`src/rtl/dz_countdown_ctrl_if.sv`:
```
// Control/status bundle between the button front end, the countdown sequencer and the
// dot-matrix renderer.
//   start, pause, clear : 1-cycle command pulses into the sequencer
//   num                 : digit to display
//   row_idx, row_sel    : current scan row (binary and one-hot)
//   busy, done          : phase flags
interface dz_countdown_ctrl_if;
    logic       start;
    logic       pause;
    logic       clear;
    logic [2:0] num;
    logic [2:0] row_idx;
    logic [7:0] row_sel;
    logic       busy;
    logic       done;

    // Command source / display consumer side.
    modport master (
        output start, pause, clear,
        input  num, row_idx, row_sel, busy, done
    );

    // Sequencer side.
    modport slave (
        input  start, pause, clear,
        output num, row_idx, row_sel, busy, done
    );
endinterface

```
`src/rtl/dz_countdown_ctrl.sv`:
```
// Countdown sequencer for the 8x8 dual-colour dot-matrix display.
// Counts START_NUM down to 0 at one digit per tick, holds a DONE phase for DONE_HOLD
// ticks, then returns to idle. Independently generates a free-running row-scan index.
// Ports:
//   clk  : system clock, all logic on posedge
//   rst  : asynchronous reset, active low
//   ctrl : slave side of dz_countdown_ctrl_if (commands in, digit/scan/status out)
module dz_countdown_ctrl #(
    parameter int unsigned TICK_DIV  = 50_000_000,
    parameter int unsigned SCAN_DIV  = 6_250,
    parameter int unsigned START_NUM = 5,
    parameter int unsigned DONE_HOLD = 3
) (
    input logic                clk,
    input logic                rst,
    dz_countdown_ctrl_if.slave ctrl
);

    localparam int unsigned TickW = $clog2(TICK_DIV);
    // Divisors of 1 would give zero-width counters; keep at least one bit.
    localparam int unsigned ScanW = (SCAN_DIV > 1) ? $clog2(SCAN_DIV) : 1;
    localparam int unsigned HoldW = (DONE_HOLD > 1) ? $clog2(DONE_HOLD) : 1;

    localparam logic [TickW-1:0] TickLast = TickW'(TICK_DIV - 1);
    localparam logic [ScanW-1:0] ScanLast = ScanW'(SCAN_DIV - 1);
    localparam logic [HoldW-1:0] HoldLast = HoldW'(DONE_HOLD - 1);
    localparam logic [2:0]       StartNum = 3'(START_NUM);

    typedef enum logic [1:0] {StIdle, StCount, StPause, StDone} state_e;

    state_e           state_q, state_d;
    logic [2:0]       num_q, num_d;
    logic [TickW-1:0] tick_cnt_q, tick_cnt_d;
    logic [HoldW-1:0] hold_cnt_q, hold_cnt_d;
    logic [ScanW-1:0] scan_cnt_q, scan_cnt_d;
    logic [2:0]       row_idx_q, row_idx_d;
    logic [7:0]       row_sel_q, row_sel_d;
    logic             busy_q, busy_d;
    logic             done_q, done_d;

    logic tick;
    logic scan_wrap;

    assign tick      = (tick_cnt_q == TickLast);
    assign scan_wrap = (scan_cnt_q == ScanLast);

    always_comb begin
        state_d    = state_q;
        num_d      = num_q;
        tick_cnt_d = tick_cnt_q;
        hold_cnt_d = hold_cnt_q;

        unique case (state_q)
            StIdle: begin
                num_d      = StartNum;
                tick_cnt_d = '0;
                hold_cnt_d = '0;
                // start wins over a simultaneous pause simply because pause is unused here.
                if (ctrl.start) begin
                    state_d = StCount;
                end
            end
            StCount: begin
                // The cycle in which pause is sampled still counts, so a pause that
                // lands on a tick applies that tick's decrement.
                tick_cnt_d = tick ? '0 : tick_cnt_q + TickW'(1);
                if (tick && num_q <= 3'd1) begin
                    num_d      = 3'd0;
                    hold_cnt_d = '0;
                    state_d    = StDone;
                end else begin
                    if (tick) begin
                        num_d = num_q - 3'd1;
                    end
                    if (ctrl.pause) begin
                        state_d = StPause;
                    end
                end
            end
            StPause: begin
                if (ctrl.start || ctrl.pause) begin
                    state_d = StCount;
                end
            end
            StDone: begin
                num_d      = 3'd0;
                tick_cnt_d = tick ? '0 : tick_cnt_q + TickW'(1);
                if (tick) begin
                    if (hold_cnt_q == HoldLast) begin
                        hold_cnt_d = '0;
                        num_d      = StartNum;
                        state_d    = StIdle;
                    end else begin
                        hold_cnt_d = hold_cnt_q + HoldW'(1);
                    end
                end
            end
            default: begin
                state_d = StIdle;
            end
        endcase

        if (ctrl.clear) begin
            state_d    = StIdle;
            num_d      = StartNum;
            tick_cnt_d = '0;
            hold_cnt_d = '0;
        end

        busy_d = (state_d == StCount) || (state_d == StPause);
        done_d = (state_d == StDone);

        // Row scan runs in every state; only rst touches it.
        scan_cnt_d = scan_wrap ? '0 : scan_cnt_q + ScanW'(1);
        row_idx_d  = scan_wrap ? row_idx_q + 3'd1 : row_idx_q;
        row_sel_d  = 8'b0000_0001 << row_idx_d;
    end

    always_ff @(posedge clk or negedge rst) begin
        if (!rst) begin
            state_q    <= StIdle;
            num_q      <= StartNum;
            tick_cnt_q <= '0;
            hold_cnt_q <= '0;
            scan_cnt_q <= '0;
            row_idx_q  <= 3'd0;
            row_sel_q  <= 8'b0000_0001;
            busy_q     <= 1'b0;
            done_q     <= 1'b0;
        end else begin
            state_q    <= state_d;
            num_q      <= num_d;
            tick_cnt_q <= tick_cnt_d;
            hold_cnt_q <= hold_cnt_d;
            scan_cnt_q <= scan_cnt_d;
            row_idx_q  <= row_idx_d;
            row_sel_q  <= row_sel_d;
            busy_q     <= busy_d;
            done_q     <= done_d;
        end
    end

    assign ctrl.num     = num_q;
    assign ctrl.row_idx = row_idx_q;
    assign ctrl.row_sel = row_sel_q;
    assign ctrl.busy    = busy_q;
    assign ctrl.done    = done_q;

endmodule
```
`src/flat_wrapper.sv`:
```
// flat-port wrapper written by rule: the top's interface ports become plain ports
module dz_countdown_ctrl_flat 
#(
    parameter int unsigned TICK_DIV  = 50_000_000,
    parameter int unsigned SCAN_DIV  = 6_250,
    parameter int unsigned START_NUM = 5,
    parameter int unsigned DONE_HOLD = 3
)
  (clk, rst, ctrl_start, ctrl_pause, ctrl_clear, ctrl_num, ctrl_row_idx, ctrl_row_sel, ctrl_busy, ctrl_done);
  dz_countdown_ctrl_if ctrl_i ();
  input logic clk;
  input logic rst;
  input wire logic [$bits(ctrl_i.start)-1:0] ctrl_start;
  input wire logic [$bits(ctrl_i.pause)-1:0] ctrl_pause;
  input wire logic [$bits(ctrl_i.clear)-1:0] ctrl_clear;
  output wire logic [$bits(ctrl_i.num)-1:0] ctrl_num;
  output wire logic [$bits(ctrl_i.row_idx)-1:0] ctrl_row_idx;
  output wire logic [$bits(ctrl_i.row_sel)-1:0] ctrl_row_sel;
  output wire logic [$bits(ctrl_i.busy)-1:0] ctrl_busy;
  output wire logic [$bits(ctrl_i.done)-1:0] ctrl_done;
  assign ctrl_i.start = ctrl_start;
  assign ctrl_i.pause = ctrl_pause;
  assign ctrl_i.clear = ctrl_clear;
  assign ctrl_num = ctrl_i.num;
  assign ctrl_row_idx = ctrl_i.row_idx;
  assign ctrl_row_sel = ctrl_i.row_sel;
  assign ctrl_busy = ctrl_i.busy;
  assign ctrl_done = ctrl_i.done;
  dz_countdown_ctrl #(.TICK_DIV(TICK_DIV), .SCAN_DIV(SCAN_DIV), .START_NUM(START_NUM), .DONE_HOLD(DONE_HOLD)) u_core (.clk(clk), .rst(rst), .ctrl(ctrl_i));
endmodule
```
`config.mk`:
```
export PLATFORM = sky130hd
export DESIGN_NAME = dz_countdown_ctrl_flat
export DESIGN_NICKNAME = d
export VERILOG_FILES = /design/src/rtl/dz_countdown_ctrl_if.sv /design/src/rtl/dz_countdown_ctrl.sv /design/src/flat_wrapper.sv
export SDC_FILE = /design/constraint.sdc
export NUM_CORES = 1
export LEC_CHECK = 0
export BUFFER_PORTS_ARGS = -buffer_cell sky130_fd_sc_hd__clkbuf_2
export CAP_MARGIN = 20
export CORE_ASPECT_RATIO = 1.2
export CORE_MARGIN = 2
export CORE_UTILIZATION = 30
export DETAILED_ROUTE_END_ITERATION = 7
export PLACE_DENSITY = 0.52
export SYNTH_ARGS = -nofsm -noshare
export SYNTH_HDL_FRONTEND = slang
export SYNTH_SLANG_ARGS = --single-unit
```
`constraint.sdc`:
```
create_clock -name clk -period 2.7 [get_ports clk]
set_clock_uncertainty 0.1 [all_clocks]
set_input_delay 0.27 -clock clk [delete_from_list [all_inputs] [get_ports clk]]
set_output_delay 0.27 -clock clk [all_outputs]
set_load 0.005 [all_outputs]
```
==> metrics.md <==
| Metric | Value |
|---|---|
| Root Driver | clkbuf_16 |
| DR pass1 iterations | 4 |
| Register Area | between 1000 and 1500 um^2 |
| Site Rows | 40 |
| Initial DRC Count | about 110 |
| Layout cells sized above 1 | 0.172 |
| Inserted Clock Buffers | 9 |
| Setup Viol. Count Final | 0 |
| RSZ-0062 raised after global routing | false |
| Clock Sink Count | 59 |
| WS Path Type | flip-flop to flip-flop |
| Worst Path Buf+Inv | 1 |
| Total GRT Usage | 0.127 |
| Vias | 2364 |
| Highest Clock Rate | around 410 MHz |
| Synth Flop Type | dfrtp_1 |
| Metal-1 WL | roughly 2900 um |
| Die Span Y | ~120 um |
| Synth area leader | dfrtp_1 |
| Flops & latches, synth | a little under 60 |
| Hold Path Class | input pin to async pin |
| DR WL/cell | 13.6 um |
| # DRC | 0 |
| Number of max-cap violations | 0 |
| Final antenna-violating net count | 0 |
| Cell Pwr Density | between 500 and 600 nW/um^2 |
| Warnings from Yosys | 0 |
| Highest routed layer | met4 |
| Number of diodes | 0 |
| Number of setup buffers added after CTS | 0 |
| Mapped Cells | ~320 |
| Status | finished clean |
| Distinct cells, synth | 59 |
| Hold Vio Cnt, Final | 0 |
| Syn Area/Cell | just under 10 um^2 |
| Global-route wire length before repair | 11700 um |
| Slowest stage delay, CP | roughly 0.6 ns |
| Multi-input gate area | ~1500 um^2 |
| Final global-route overflow total | 0 |
| Tcrit/Tclk final | 0.905 |
| Met3 wire length | 225 um |
| Via-to-Cell Ratio | roughly 5.0 |
| Area Growth Syn to Fin | 17.4% |
| Hold Buf Count CTS | 0 |
| Post-synth EDFFs | 0 |
| Crit-path leading delay family | simple AND/OR/NAND/NOR gates |
| Ranking of synthesized cells by area | dfrtp_1 (45%), xnor2_1 (7.5%), nor2_1 (6.1%) |
| Die width | around 97 um |
| CP required | between 2 and 3 ns |
| Met2 wire length | roughly 3300 um |
| H-tree levels | 3 |
| Min Hold Slack | 0.00301 ns |
| Vias in the first global route | between 2000 and 2500 |
| Post-CTS sizing | 0 |
| Tmin final | about 2.4 ns |
| Clk_lat worst skew | approximately 0.32 ns |
| Worst-path clk slew | about 0.05 ns |
| Slew Viols, Final | 0 |
| Data arrival time of the worst path | 2.54 ns |
| Core area | between 10000 and 15000 um^2 |
| Asr flop ratio synth | 1.00 |
| Tot Pwr | between 2 and 2.5 mW |
| Post-layout util | 0.364 |
| Syn Nets | roughly 330 |
| Starting Density | 0.310 |
| HPWL after DPL | between 4000 and 5000 um |
| Io pins | 21 |
| Cell Area, Synth | 3140 um^2 |
| Crit-path max FO | 11 |
| RePlAce Congestion | slightly below 0.8 |
| Max-slew headroom | 0.497 |
| Die area | ~11000 um^2 |
| P_leak | ~1.5 nW |
| Largest net degree at the start of global routing | 60 |
| Worst slew pin tran | about 0.76 ns |
| Seq/Total Area, Yosys | 0.472 |
| Final wirelength | between 6000 and 7000 um |
| Fill cell count | roughly 1000 |
| Fin nets | around 360 |
| Worst vdd ir | ~0.35 mV |
| Final setup TNS | 0 ns |
| CP cell instances | inv_1 -> ha_1 -> or4_1 -> nand2_1 -> nor4_1 -> xnor2_1 -> nor2_1 |
| Worst path slowest cell | or4_1 |
| Initial antenna violation count | 0 |
| I/O Buffers | 20 |
| Yosys top cell area share | 0.447 |
| Clock tree buffer depth | 2 |
| CP Launch Type | flip-flop |
| CTS tree | built |
| Endpoint class of the critical path | flip-flop |
[final cells by class]
| type | instances | share of cell area |
|---|---|---|
| clock inverters | 7 | 0.0207 |
| well taps | 126 | 0.0428 |
| inverters | 17 | 0.0177 |
| flip-flops and latches | 59 | 0.402 |
| multi-input cells | 232 | 0.418 |
| repair buffers | 25 | 0.0374 |
| clock buffers | 9 | 0.0611 |
[stage by stage]
step / std cells / setup slack (ns) / cell area, um^2
finish: 475 / 0.256 / 3680
global route: 475 / 0.0231 / 3680
CTS: 475 / 0.267 / 3680
detailed placement: 459 / 0.287 / 3380
global placement: 459 / 0.289 / 3380
floorplan: 317 / 0.580 / 3140
[power breakdown]
| group | switching [mW] | internal, mW | leakage (nW) |
|---|---|---|---|
| clock | 0.421 | 0.719 | 0.142 |
| sequential | 0.0122 | 0.898 | 0.797 |
| combinational | 0.0810 | 0.0401 | 0.587 |
| total | 0.514 | 1.66 | 1.53 |
[placed cells by master, fill, tap and decap left out, types with 2 or more instances in the layout]
cell        netlist  layout
a21o_1            2       2
nand2b_1          2       2
clkbuf_16         0       9
nor4bb_1          3       3
clkbuf_2          0      20
inv_6             0       2
o211ai_1          2       2
clkinv_2          1       2
xor2_1            7       7
dfrtp_1          56      56
o21ai_0           6       6
xnor2_1          27      27
ha_1             10      10
nor3_1           18      18
buf_4             2       5
nor4b_1           2       2
a22oi_1           2       2
nor2_1           51      51
nand4_1           8       8
inv_1            15      15
nand3_1          18      18
a22o_1            2       2
nor4_1            8       8
and3_1            3       3
dfstp_2           3       3
clkinvlp_4        0       2
o31ai_1           3       3
and4_1            2       2
mux2i_1           2       2
a21oi_1           3       3
a311oi_1          2       2
nand2_1          19      19
nor2b_1           4       4
[registers in the layout, indices dropped and copies added (netlist names)]
name,cells
u_core.state_q,2
u_core.tick_cnt_q,26
u_core.ctrl.busy,1
u_core.hold_cnt_q,2
u_core.ctrl.row_sel,8
u_core.ctrl.row_idx,3
u_core.ctrl.done,1
u_core.ctrl.num,3
u_core.scan_cnt_q,13
[kinds of logic after synthesis]
group | count (synthesis) | synth area share
muxes | 2 | 0.00638
buffers and inverters | 26 | 0.0371
adders and majority gates | 10 | 0.0399
AOI/OAI and AO/OA | 32 | 0.0746
xor gates and xnor gates | 36 | 0.109
and+or+nand+nor | 152 | 0.262
DFF | 59 | 0.472
[routing by layer]
| layer | track usage | vias up |
|---|---|---|
| li1 | - | 1166 |
| met1 | 0.150 | 1154 |
| met2 | 0.229 | 40 |
| met3 | 0.0374 | 4 |
| met4 | 0.0324 | 0 |
| met5 | 0 | - |
[cells in the mapped netlist, drive strengths merged, types with 3 or more instances]
cell type,number
dfrtp,56
nor2,52
xnor2,28
nand2,20
nor3,19
nand3,18
inv,16
ha,10
nor4,10
nand4,9
xor2,8
o21ai,7
buf,5
clkbuf,4
nor2b,4
a21oi,3
and3,3
dfstp,3
nor4bb,3
o31ai,3
[worst reg2reg max path: stages (launching register included)]
cell and delay [ns]:
dfrtp_1 0.47, inv_1 0.10, ha_1 0.28, or4_1 0.60, nand2_1 0.39, nor4_1 0.17, xnor2_1 0.17, nor2_1 0.06
[worst paths after layout]
path	from	endpoint	slack [ns]	cells past startpoint
min in group clk	ctrl_clear	u_core.ctrl.num[1]	0.13	2
hold / removal	rst	u_core.ctrl.done	0.003	2
hold reg to reg	u_core.scan_cnt_q[10]	u_core.scan_cnt_q[10]	0.39	1
setup / recovery	u_core.state_q[0]	u_core.tick_cnt_q[25]	0.26	7
setup reg to reg	u_core.state_q[0]	u_core.tick_cnt_q[25]	0.26	7
max in group asynchronous	rst	u_core.tick_cnt_q[10]	2.00	2
Note: power is estimated with default switching activity, not from simulation.
